## src/rtl/posit_mult_arbiter_8bit_pkg.sv

```systemverilog
// Shared definitions for the two-requester posit multiplier arbiter.
// Holds the layout of the 21-bit product word, the requester identifiers,
// the response-register state encoding and the posit decode helper used by
// the combinational multiplier.
//
// Product word layout:
//   [20:19] flags  (00 normal, 01 zero, 10 infinity/NaR, 11 NaN from inf*0)
//   [18]    sign
//   [17:13] exponent, biased by 15
//   [12:0]  fraction, left-aligned, hidden leading one not stored
package posit_mult_arbiter_8bit_pkg;

  localparam int POSIT_W  = 8;
  localparam int RES_W    = 21;

  localparam int FLAG_HI  = 20;
  localparam int FLAG_LO  = 19;
  localparam int SIGN     = 18;
  localparam int EXP_HI   = 17;
  localparam int EXP_LO   = 13;
  localparam int FRAC_HI  = 12;

  localparam int EXP_BIAS = 15;

  localparam logic ID_A = 1'b0;
  localparam logic ID_B = 1'b1;

  localparam logic [1:0] FLAG_NORMAL = 2'b00;
  localparam logic [1:0] FLAG_ZERO   = 2'b01;
  localparam logic [1:0] FLAG_INF    = 2'b10;
  localparam logic [1:0] FLAG_NAN    = 2'b11;

  localparam logic [POSIT_W-1:0] POSIT_ZERO = 8'h00;
  localparam logic [POSIT_W-1:0] POSIT_NAR  = 8'h80;

  typedef enum logic {
    ST_EMPTY = 1'b0,
    ST_FULL  = 1'b1
  } arbState_e;

  // Decoded posit (es = 0): value = (-1)^sign * 2^scale * mant/32.
  // scale is two's complement in [-6, 6]; mant carries the hidden one in bit 5.
  typedef struct packed {
    logic       sign;
    logic [4:0] scale;
    logic [5:0] mant;
  } positDec_t;

  // Decodes a non-special 8-bit posit with no exponent field. Negative
  // values are two's-complemented first, then the regime run is measured
  // from bit 6 downward; everything after the run and its terminating bit
  // is fraction. Zero and NaR are not meaningful here and are handled by
  // the caller.
  function automatic positDec_t decodePosit(input logic [POSIT_W-1:0] p);
    positDec_t  d;
    logic [6:0] body;
    logic [6:0] shifted;
    logic       r0;
    logic       stop;
    logic [3:0] run;
    logic [4:0] run5;

    body = 7'(p[7] ? (~p + 8'd1) : p);
    r0   = body[6];
    run  = 4'd0;
    stop = 1'b0;
    for (int i = 6; i >= 0; i--) begin
      if (!stop && (body[i] == r0)) begin
        run = run + 4'd1;
      end else begin
        stop = 1'b1;
      end
    end

    shifted = body << (run + 4'd1);
    run5    = {1'b0, run};

    d.sign  = p[7];
    d.scale = r0 ? (run5 - 5'd1) : (5'd0 - run5);
    d.mant  = {1'b1, 5'(shifted >> 2)};
    return d;
  endfunction

endpackage

```

## src/rtl/posit_mult_arbiter_8bit_mult.sv

```systemverilog
// posit_mult_8bit_to_16bit: purely combinational multiplier for two 8-bit
// posits (es = 0). The product is expressed in an exact unrounded wide
// format so no precision is lost: two flag bits, a sign, a biased 5-bit
// exponent and a 13-bit left-aligned fraction.
//
// Ports:
//   left_i   [7:0]   first posit operand
//   right_i  [7:0]   second posit operand
//   result_o [20:0]  product word (layout in the package)
module posit_mult_8bit_to_16bit
  import posit_mult_arbiter_8bit_pkg::*;
(
  input  logic [POSIT_W-1:0] left_i,
  input  logic [POSIT_W-1:0] right_i,
  output logic [RES_W-1:0]   result_o
);

  positDec_t   decLeft;
  positDec_t   decRight;
  logic [11:0] mantProd;
  logic [5:0]  scaleSum;
  logic [5:0]  expBiased;
  logic [10:0] fracNorm;
  logic        leftNar;
  logic        rightNar;
  logic        leftZero;
  logic        rightZero;

  assign decLeft  = decodePosit(left_i);
  assign decRight = decodePosit(right_i);

  // Mantissas are 1.xxxxx, so the product lies in [1, 4). When bit 11 is
  // set the product is >= 2 and needs a one-place normalising shift.
  always_comb begin
    mantProd  = 12'(decLeft.mant) * 12'(decRight.mant);
    scaleSum  = {decLeft.scale[4], decLeft.scale} + {decRight.scale[4], decRight.scale};
    expBiased = scaleSum + {5'd0, mantProd[11]} + 6'(EXP_BIAS);
    if (mantProd[11]) begin
      fracNorm = mantProd[10:0];
    end else begin
      fracNorm = {mantProd[9:0], 1'b0};
    end
  end

  assign leftNar   = (left_i == POSIT_NAR);
  assign rightNar  = (right_i == POSIT_NAR);
  assign leftZero  = (left_i == POSIT_ZERO);
  assign rightZero = (right_i == POSIT_ZERO);

  // Specials take priority over the arithmetic path; inf*0 is the only
  // combination that produces the NaN flag.
  always_comb begin
    result_o = '0;
    if ((leftNar && rightZero) || (rightNar && leftZero)) begin
      result_o[FLAG_HI:FLAG_LO] = FLAG_NAN;
    end else if (leftNar || rightNar) begin
      result_o[FLAG_HI:FLAG_LO] = FLAG_INF;
    end else if (leftZero || rightZero) begin
      result_o[FLAG_HI:FLAG_LO] = FLAG_ZERO;
    end else begin
      result_o[FLAG_HI:FLAG_LO] = FLAG_NORMAL;
      result_o[SIGN]            = decLeft.sign ^ decRight.sign;
      result_o[EXP_HI:EXP_LO]   = expBiased[4:0];
      result_o[FRAC_HI:0]       = {fracNorm, 2'b00};
    end
  end

endmodule

```

## src/rtl/posit_mult_arbiter_8bit.sv

```systemverilog
// posit_mult_arbiter_8bit: shares one combinational posit multiplier
// between two requesters with round-robin arbitration and a single
// registered response slot that supports one result per cycle.
//
// Ports:
//   clk, rst_n                  clock, asynchronous active-low reset
//   a_valid_i / a_ready_o       requester A handshake
//   a_left_i, a_right_i [7:0]   requester A operands
//   b_valid_i / b_ready_o       requester B handshake
//   b_left_i, b_right_i [7:0]   requester B operands
//   resp_valid_o / resp_ready_i response handshake
//   resp_id_o                   response owner (0 = A, 1 = B)
//   resp_result_o [20:0]        product word
//   a_count_o, b_count_o        saturating delivered-response counters
module posit_mult_arbiter_8bit
  import posit_mult_arbiter_8bit_pkg::*;
#(
  parameter int CNT_W = 16
) (
  input  logic               clk,
  input  logic               rst_n,
  input  logic               a_valid_i,
  output logic               a_ready_o,
  input  logic [POSIT_W-1:0] a_left_i,
  input  logic [POSIT_W-1:0] a_right_i,
  input  logic               b_valid_i,
  output logic               b_ready_o,
  input  logic [POSIT_W-1:0] b_left_i,
  input  logic [POSIT_W-1:0] b_right_i,
  output logic               resp_valid_o,
  input  logic               resp_ready_i,
  output logic               resp_id_o,
  output logic [RES_W-1:0]   resp_result_o,
  output logic [CNT_W-1:0]   a_count_o,
  output logic [CNT_W-1:0]   b_count_o
);

  arbState_e          state_q, state_d;
  logic [RES_W-1:0]   respResult_q, respResult_d;
  logic               respId_q, respId_d;
  logic               lastId_q, lastId_d;
  logic [CNT_W-1:0]   aCount_q, aCount_d;
  logic [CNT_W-1:0]   bCount_q, bCount_d;
  logic               started_q;

  logic               canAccept;
  logic               grantA;
  logic               grantB;
  logic               transfer;
  logic               respHandshake;
  logic [POSIT_W-1:0] mulLeft;
  logic [POSIT_W-1:0] mulRight;
  logic [RES_W-1:0]   mulResult;

  // Grant depends only on valids and the pointer, never on ready, so there
  // is no combinational loop through the requesters. started_q keeps both
  // readies low in reset and for the first cycle after release.
  always_comb begin
    canAccept     = (state_q == ST_EMPTY) || resp_ready_i;
    grantA        = a_valid_i && (!b_valid_i || (lastId_q == ID_B));
    grantB        = b_valid_i && !grantA;
    a_ready_o     = started_q && canAccept && grantA;
    b_ready_o     = started_q && canAccept && grantB;
    transfer      = a_ready_o || b_ready_o;
    respHandshake = (state_q == ST_FULL) && resp_ready_i;
  end

  assign mulLeft  = grantB ? b_left_i  : a_left_i;
  assign mulRight = grantB ? b_right_i : a_right_i;

  posit_mult_8bit_to_16bit uMult (
    .left_i   (mulLeft),
    .right_i  (mulRight),
    .result_o (mulResult)
  );

  // A new transfer always refills the slot, even in the same cycle the old
  // response leaves, which gives back-to-back throughput.
  always_comb begin
    state_d      = state_q;
    respResult_d = respResult_q;
    respId_d     = respId_q;
    lastId_d     = lastId_q;
    if (transfer) begin
      state_d      = ST_FULL;
      respResult_d = mulResult;
      respId_d     = grantB ? ID_B : ID_A;
      lastId_d     = grantB ? ID_B : ID_A;
    end else if (respHandshake) begin
      state_d = ST_EMPTY;
    end
  end

  // Counters follow the owner of the response leaving this cycle and stop
  // at all-ones.
  always_comb begin
    aCount_d = aCount_q;
    bCount_d = bCount_q;
    if (respHandshake) begin
      if ((respId_q == ID_A) && (aCount_q != {CNT_W{1'b1}})) begin
        aCount_d = aCount_q + CNT_W'(1);
      end
      if ((respId_q == ID_B) && (bCount_q != {CNT_W{1'b1}})) begin
        bCount_d = bCount_q + CNT_W'(1);
      end
    end
  end

  // lastId resets to B so that A wins the first tie.
  always_ff @(posedge clk or negedge rst_n) begin
    if (!rst_n) begin
      state_q      <= ST_EMPTY;
      respResult_q <= '0;
      respId_q     <= ID_A;
      lastId_q     <= ID_B;
      aCount_q     <= '0;
      bCount_q     <= '0;
      started_q    <= 1'b0;
    end else begin
      state_q      <= state_d;
      respResult_q <= respResult_d;
      respId_q     <= respId_d;
      lastId_q     <= lastId_d;
      aCount_q     <= aCount_d;
      bCount_q     <= bCount_d;
      started_q    <= 1'b1;
    end
  end

  assign resp_valid_o  = (state_q == ST_FULL);
  assign resp_id_o     = respId_q;
  assign resp_result_o = respResult_q;
  assign a_count_o     = aCount_q;
  assign b_count_o     = bCount_q;

endmodule

```

## config.mk

```make
export PLATFORM = sky130hd
export DESIGN_NAME = posit_mult_arbiter_8bit
export DESIGN_NICKNAME = d
export VERILOG_FILES = /design/src/rtl/posit_mult_arbiter_8bit_pkg.sv /design/src/rtl/posit_mult_arbiter_8bit_mult.sv /design/src/rtl/posit_mult_arbiter_8bit.sv
export SDC_FILE = /design/constraint.sdc
export NUM_CORES = 1
export LEC_CHECK = 0
export CORE_UTILIZATION = 32
export CTS_BUF_LIST = sky130_fd_sc_hd__clkbuf_8
export CTS_CLUSTER_DIAMETER = 200
export DETAILED_ROUTE_END_ITERATION = 10
export GPL_TIMING_DRIVEN = 0
export SYNTH_ARGS = -nofsm -noshare
export SYNTH_HDL_FRONTEND = slang
export SYNTH_HIERARCHICAL = 1
export SYNTH_SLANG_ARGS = --single-unit
export TNS_END_PERCENT = 1
```

## constraint.sdc

```tcl
create_clock -name clk -period 14.2 [get_ports clk]
set_clock_uncertainty 0.1 [all_clocks]
set_input_delay 4.26 -clock clk [delete_from_list [all_inputs] [get_ports clk]]
set_output_delay 4.26 -clock clk [all_outputs]
set_load 0.01 [all_outputs]
```

==> flow_summary.json, run 1 <==
{
  "yosys.area_share.simple": 0.203,
  "dpl.cell_count": 1004,
  "fin_setup_tns_ns": 0,
  "postSynthAreaPerCell_um2": 9.05,
  "synth_cells": 675,
  "grt_pass1_wl_mm": 25.5,
  "finish.utilization": 0.422,
  "clockBufferDepth": 2,
  "clk_pin_slew_ns": 0.06,
  "clk-insertion-delay-late_ns": 0.33,
  "drtIter0Drc": 147,
  "p_leak_nw": 3.45,
  "cts_root_buf": "clkbuf_8",
  "cts_max_level": 3,
  "relSlewSlack": 0.496,
  "worst_path_max_delay_cell": "fa_1",
  "path_max_fanout": 10,
  "nets": 884,
  "synth-async-reset-ratio": 1.00,
  "holdBufCountCts": 0,
  "core_mm2": 0.0187,
  "ys_types": 93,
  "synth_area_leader_cell": "dfrtp_1",
  "die_w_um": 140,
  "syn-cell-area_mm2": 0.00611,
  "r2r_cells": 42,
  "yosysWarnings": 6,
  "setup_viol": 0,
  "grt_max_degree": 39,
  "synth-seq-cells": 57,
  "worstHoldPathType": "flip-flop to flip-flop",
  "final_common_cell": "clkdlybuf4s50_1",
  "dpl-instance-area_mm2": 0.00735,
  "drive_gt1_frac": 0.218,
  "start_kind": "input port",
  "synth_mux_area_frac": 0.102,
  "hold_viol": 0,
  "ir_drop_uv": 178,
  "postLayoutCellArea_mm2": 0.00789,
  "drv_slew": 0,
  "overflow": 0,
  "cp.required_ns": 14.32,
  "die-area_mm2": 0.0197,
  "powerDensity_mw_per_mm2": 286,
  "synth_top_area_frac": 0.229,
  "post-route-period-util": 0.977,
  "final_cell_mix": "clkdlybuf4s50_1 (92), inv_1 (63), dfrtp_1 (56), nor2_1 (46), nand2_1 (35)",
  "detailed_place_hpwl_mm": 11.5,
  "area_growth_pct": 29.1,
  "ant_nets": 0,
  "initial_core_util": 0.327,
  "portBuffers": 93,
  "status": "finished, final reports clean",
  "track_usage": 0.158,
  "clock.fmax_ghz": 0.0721,
  "num_vias": 5398,
  "worstPathArrival_ns": 13.99,
  "grt_pass1_vias": 5162,
  "slowest_delay_ns": 0.56,
  "tightestPinTransition_ns": 0.751,
  "numCtsBuffers": 9,
  "drc": 0,
  "seq_area_frac_synth": 0.234,
  "ys.flop_type": "dfrtp_1",
  "netlist_top_cells_area": "dfrtp_1 (23%), ha_1 (7.2%), mux2_2 (6.4%)",
  "grt_antenna_before_repair": 0,
  "num_rows": 50,
  "dieHeight_um": 140,
  "synth_xor_area_frac": 0.0772,
  "insertedDiodeCount": 0,
  "first_pass_iters": 4,
  "synth_top_family_by_area": "simple AND/OR/NAND/NOR gates",
  "worstSetupPathType": "input port to flip-flop",
  "wl_mm": 14.8,
  "hold_ws_ns": 0.398,
  "synth-edff-count": 0,
  "critPathCaptureType": "flip-flop",
  "synth_compound_area_frac": 0.180,
  "wl_per_cell_um": 14.4,
  "period_minus_slack_ns": 13.87,
  "synth_fa_ha_area_frac": 0.131,
  "viasPerCell": 5.23,
  "gp_congestion": 0.885,
  "ios": 94,
  "cap_violations": 0,
  "cts.sinks": 57,
  "tritoncts": "built",
  "stdcell_count": 1033,
  "hold_depth": 1
}
## registers in the layout, summed over array words and instances (netlist names)
name	flops
resp_id_o	1
resp_result_o	21
a_count_o	16
resp_valid_o	1
lastId_q	1
started_q	1
b_count_o	16
## worst max-delay path, delay by kind of cell
family	cells	cell delay (ns)
AO/OA/AOI/OAI	13	2.42
buffers and inverters	9	1.42
AND/OR/NAND/NOR	6	1.07
multiplexers	2	0.64
XOR/XNOR	5	0.79
adder cells (fa/ha/maj)	9	3.36
## where the power goes
part	internal, mW	switching (mW)
clock network	0.0832	0.0613
registers	0.208	0.0339
logic	0.906	0.964
## final timing paths
| kind | from | to | slack (ns) |
|---|---|---|---|
| setup reg to reg | lastId_q$_DFFE_PN1P_ | resp_result_o[17]$_DFFE_PN0P_ | 4.49 |
| min in group asynchronous | rst_n | a_count_o[8]$_DFFE_PN0P_ | 3.78 |
| setup / recovery | b_valid_i | resp_result_o[17]$_DFFE_PN0P_ | 0.33 |
| hold reg to reg | resp_result_o[10]$_DFFE_PN0P_ | resp_result_o[10]$_DFFE_PN0P_ | 0.40 |
| max in group asynchronous | rst_n | lastId_q$_DFFE_PN1P_ | 9.58 |
| hold / removal | resp_result_o[10]$_DFFE_PN0P_ | resp_result_o[10]$_DFFE_PN0P_ | 0.40 |
## stage by stage
step           total power [mW]  setup WS [ns]
4_1_cts                    2.21        0.00401
3_5_place_dp               1.99          -2.10
3_3_place_gp               1.96          -2.09
6_report                   2.26          0.326
5_1_grt                    2.54        -0.0377
2_1_floorplan              1.61          0.296
## layer usage
| layer | up-vias | track usage | wire (µm) |
|---|---|---|---|
| met5 | - | 0 | 0 |
| met4 | 0 | 0.0405 | 163 |
| met3 | 14 | 0.0270 | 578 |
| met2 | 141 | 0.261 | 6930 |
| met1 | 2596 | 0.213 | 7160 |
| li1 | 2647 | - | - |
## cells in the mapped netlist (all sizes together) (18+ instances only)
library cell  number
nand2             35
a21oi             34
xor2              20
buf               19
dfrtp             56
nor3              20
mux2              43
nor2              48
ha                35
o21ai             27
fa                18
inv               63
xnor2             33
## what timing repair did
action                     CTS  global route
cloned                       0             0
buffers inserted             8             8
setup endpoints to repair   12             1
resized for setup           26            36
pin swaps                    9            13
## final cells by class
| type | count | area (µm²) |
|---|---|---|
| Clock buffer | 10 | 138 |
| Fill cell | 1874 | 10800 |
| Clock inverter | 6 | 51.3 |
| Timing Repair Buffer | 110 | 1070 |
| Multi-Input combinational cell | 526 | 4460 |
| Tap cell | 234 | 293 |
| Sequential cell | 57 | 1430 |
| Inverter | 63 | 240 |
| Buffer | 27 | 214 |
## logic make-up (layout without fill, tap and decap cells)
logic type,count (synthesis),in the layout
flops,57,57
other cells,2,3
mux,56,56
fa+ha+maj,53,53
buf+inv,93,216
compound gates,151,151
xor+xnor,53,53
simple gates,210,210
(Power assumes the default switching activity.)
==> run 2, diff against run 1 <==
- CORE_UTILIZATION: 32 -> 45
- PLACE_DENSITY: not set -> 0.69
==> run 2 against run 1 <==
Maximum frequency rose by 1.0%. Core utilization increased by 17 points. Clock power decreased by 7%. Die area decreased by 29%. Register-to-register slack improved by 0.03 ns. Total power down 0.76%. Count of clock-buffer cells in the layout rose by 1. Via count is 1.2% higher. Final cell count is 5.2% lower. First-iteration DRC count grew 68%. Worst setup slack improved by 0.14 ns. Hold slack lost 0.0028 ns. Critical path type unchanged. Largest cell class unchanged.
==> flow_summary.json, run 2 (synthesis results as in run 1) <==
{
  "ant_nets": 0,
  "grt_antenna_before_repair": 0,
  "drive_gt1_frac": 0.224,
  "p_leak_nw": 3.47,
  "power_mw": 2.24,
  "die_w_um": 119,
  "grt_max_degree": 40,
  "period_minus_slack_ns": 13.73,
  "nets": 888,
  "wl_per_cell_um": 15.6,
  "cts_max_level": 3,
  "setup_viol": 0,
  "clockBufferDepth": 2,
  "tightestPinTransition_ns": 0.697,
  "clk_pin_slew_ns": 0.06,
  "drc": 0,
  "hold_viol": 0,
  "drtIter0Drc": 247,
  "worstSetupPathType": "input port to flip-flop",
  "clock.fmax_ghz": 0.0728,
  "rsz0062_at_grt": "false",
  "area_growth_pct": 28.5,
  "holdBufCountCts": 0,
  "overflow": 0,
  "final_common_cell": "clkdlybuf4s50_1",
  "num_vias": 5463,
  "largest_reg_flops": 21,
  "ios": 94,
  "tritoncts": "built",
  "grt_pass1_wl_mm": 25.5,
  "initial_core_util": 0.461,
  "critPathCaptureType": "flip-flop",
  "drv_slew": 0,
  "status": "finished, final reports clean",
  "first_pass_iters": 4,
  "cp.required_ns": 14.33,
  "worst_path_max_delay_cell": "fa_1",
  "gp_congestion": 0.882,
  "final_cell_mix": "clkdlybuf4s50_1 (92), inv_1 (62), dfrtp_1 (56), nor2_1 (46), nand2_1 (35)",
  "grt_pass1_vias": 5434,
  "insertedDiodeCount": 0,
  "powerDensity_mw_per_mm2": 285,
  "cts.sinks": 57,
  "finish.utilization": 0.593,
  "worstHoldPathType": "flip-flop to flip-flop",
  "numCtsBuffers": 9,
  "path_max_fanout": 10,
  "portBuffers": 93,
  "track_usage": 0.221,
  "crit_buf_inv": 9,
  "viasPerCell": 5.58,
  "core_mm2": 0.0132,
  "slowest_delay_ns": 0.54,
  "cp_top_family": "adder cells",
  "dieHeight_um": 119,
  "cts_root_buf": "clkbuf_8",
  "detailed_place_hpwl_mm": 11.8,
  "ir_drop_uv": 295,
  "post-route-period-util": 0.967,
  "relSlewSlack": 0.532,
  "num_rows": 42,
  "fin_setup_tns_ns": 0,
  "clk-insertion-delay-late_ns": 0.35,
  "die-area_mm2": 0.0140,
  "start_kind": "input port",
  "wl_mm": 15.3,
  "cap_violations": 0,
  "worstPathArrival_ns": 13.86
}
==> run 2: cell types whose count changed in the layout (fill, tap and decap cells not counted), sizes merged <==
cell,delta
buf,+2
bufinv,-1
clkbuf,+3
clkinv,+1
clkinvlp,-1
==> run 2: power by group <==
part / total (mW) / switching [mW] / internal, mW
Combinational: 1.86 / 0.973 / 0.889
Sequential: 0.243 / 0.0343 / 0.208
Clock: 0.135 / 0.0640 / 0.0705
==> run 2: per-stage QoR <==
stage / hold slack (ns) / instances / setup slack (ns) / cell area [µm²]
after floorplan: 0.407 / 676 / 0.296 / 6110
after global placement: 0.379 / 945 / -1.69 / 7270
after detailed placement: 0.386 / 946 / -1.94 / 7280
after CTS: 0.397 / 968 / 0.0626 / 7590
after global routing: 0.403 / 979 / 0.00840 / 7850
final: 0.395 / 979 / 0.468 / 7850
==> run 2: worst register-to-register path, delay by kind of cell, from the launching register on <==
kind                       cells  cell delay (ns)
DFF                            1             0.39
xor gates and xnor gates       5             0.81
muxes                          2             0.69
adders and majority gates      9             3.31
AOI/OAI and AO/OA             13             2.40
buffers and inverters          7             0.86
and+or+nand+nor                6             1.02
==> run 2: layout make-up <==
| cell class | instances | area, µm² |
|---|---|---|
| Clock inverter | 5 | 22.5 |
| Timing Repair Buffer | 114 | 1100 |
| Tap cell | 176 | 220 |
| Buffer | 27 | 210 |
| Multi-Input combinational cell | 526 | 4490 |
| Sequential cell | 57 | 1430 |
| Fill cell | 1186 | 5390 |
| Clock buffer | 11 | 151 |
| Inverter | 63 | 236 |
==> run 2: final timing paths <==
kind / start / endpoint / slack, ns / cells past startpoint
max reg2reg: lastId_q$_DFFE_PN1P_ / resp_result_o[17]$_DFFE_PN0P_ / 4.52 / 42
max: b_valid_i / resp_result_o[17]$_DFFE_PN0P_ / 0.47 / 44
min reg2reg: resp_result_o[9]$_DFFE_PN0P_ / resp_result_o[9]$_DFFE_PN0P_ / 0.39 / 1
min in group asynchronous: rst_n / b_count_o[6]$_DFFE_PN0P_ / 3.75 / 1
max in group asynchronous: rst_n / resp_result_o[6]$_DFFE_PN0P_ / 9.68 / 2
min: resp_result_o[9]$_DFFE_PN0P_ / resp_result_o[9]$_DFFE_PN0P_ / 0.39 / 1
==> run 2: repair_timing <==
| item | CTS | global route |
|---|---|---|
| pin swaps | 6 | 13 |
| gates resized for setup | 21 | 42 |
| cloned | 0 | 0 |
| setup endpoints to repair | 5 | 1 |
| buffers inserted | 9 | 11 |
==> run 2: metal layers <==
metal | vias to the layer above | global-route usage | part of all wire
li1 | 2650 | - | -
met1 | 2646 | 0.268 | 0.43
met2 | 142 | 0.407 | 0.52
met3 | 25 | 0.0236 | 0.036
met4 | 0 | 0.0665 | 0.016
met5 | - | 0 | 0
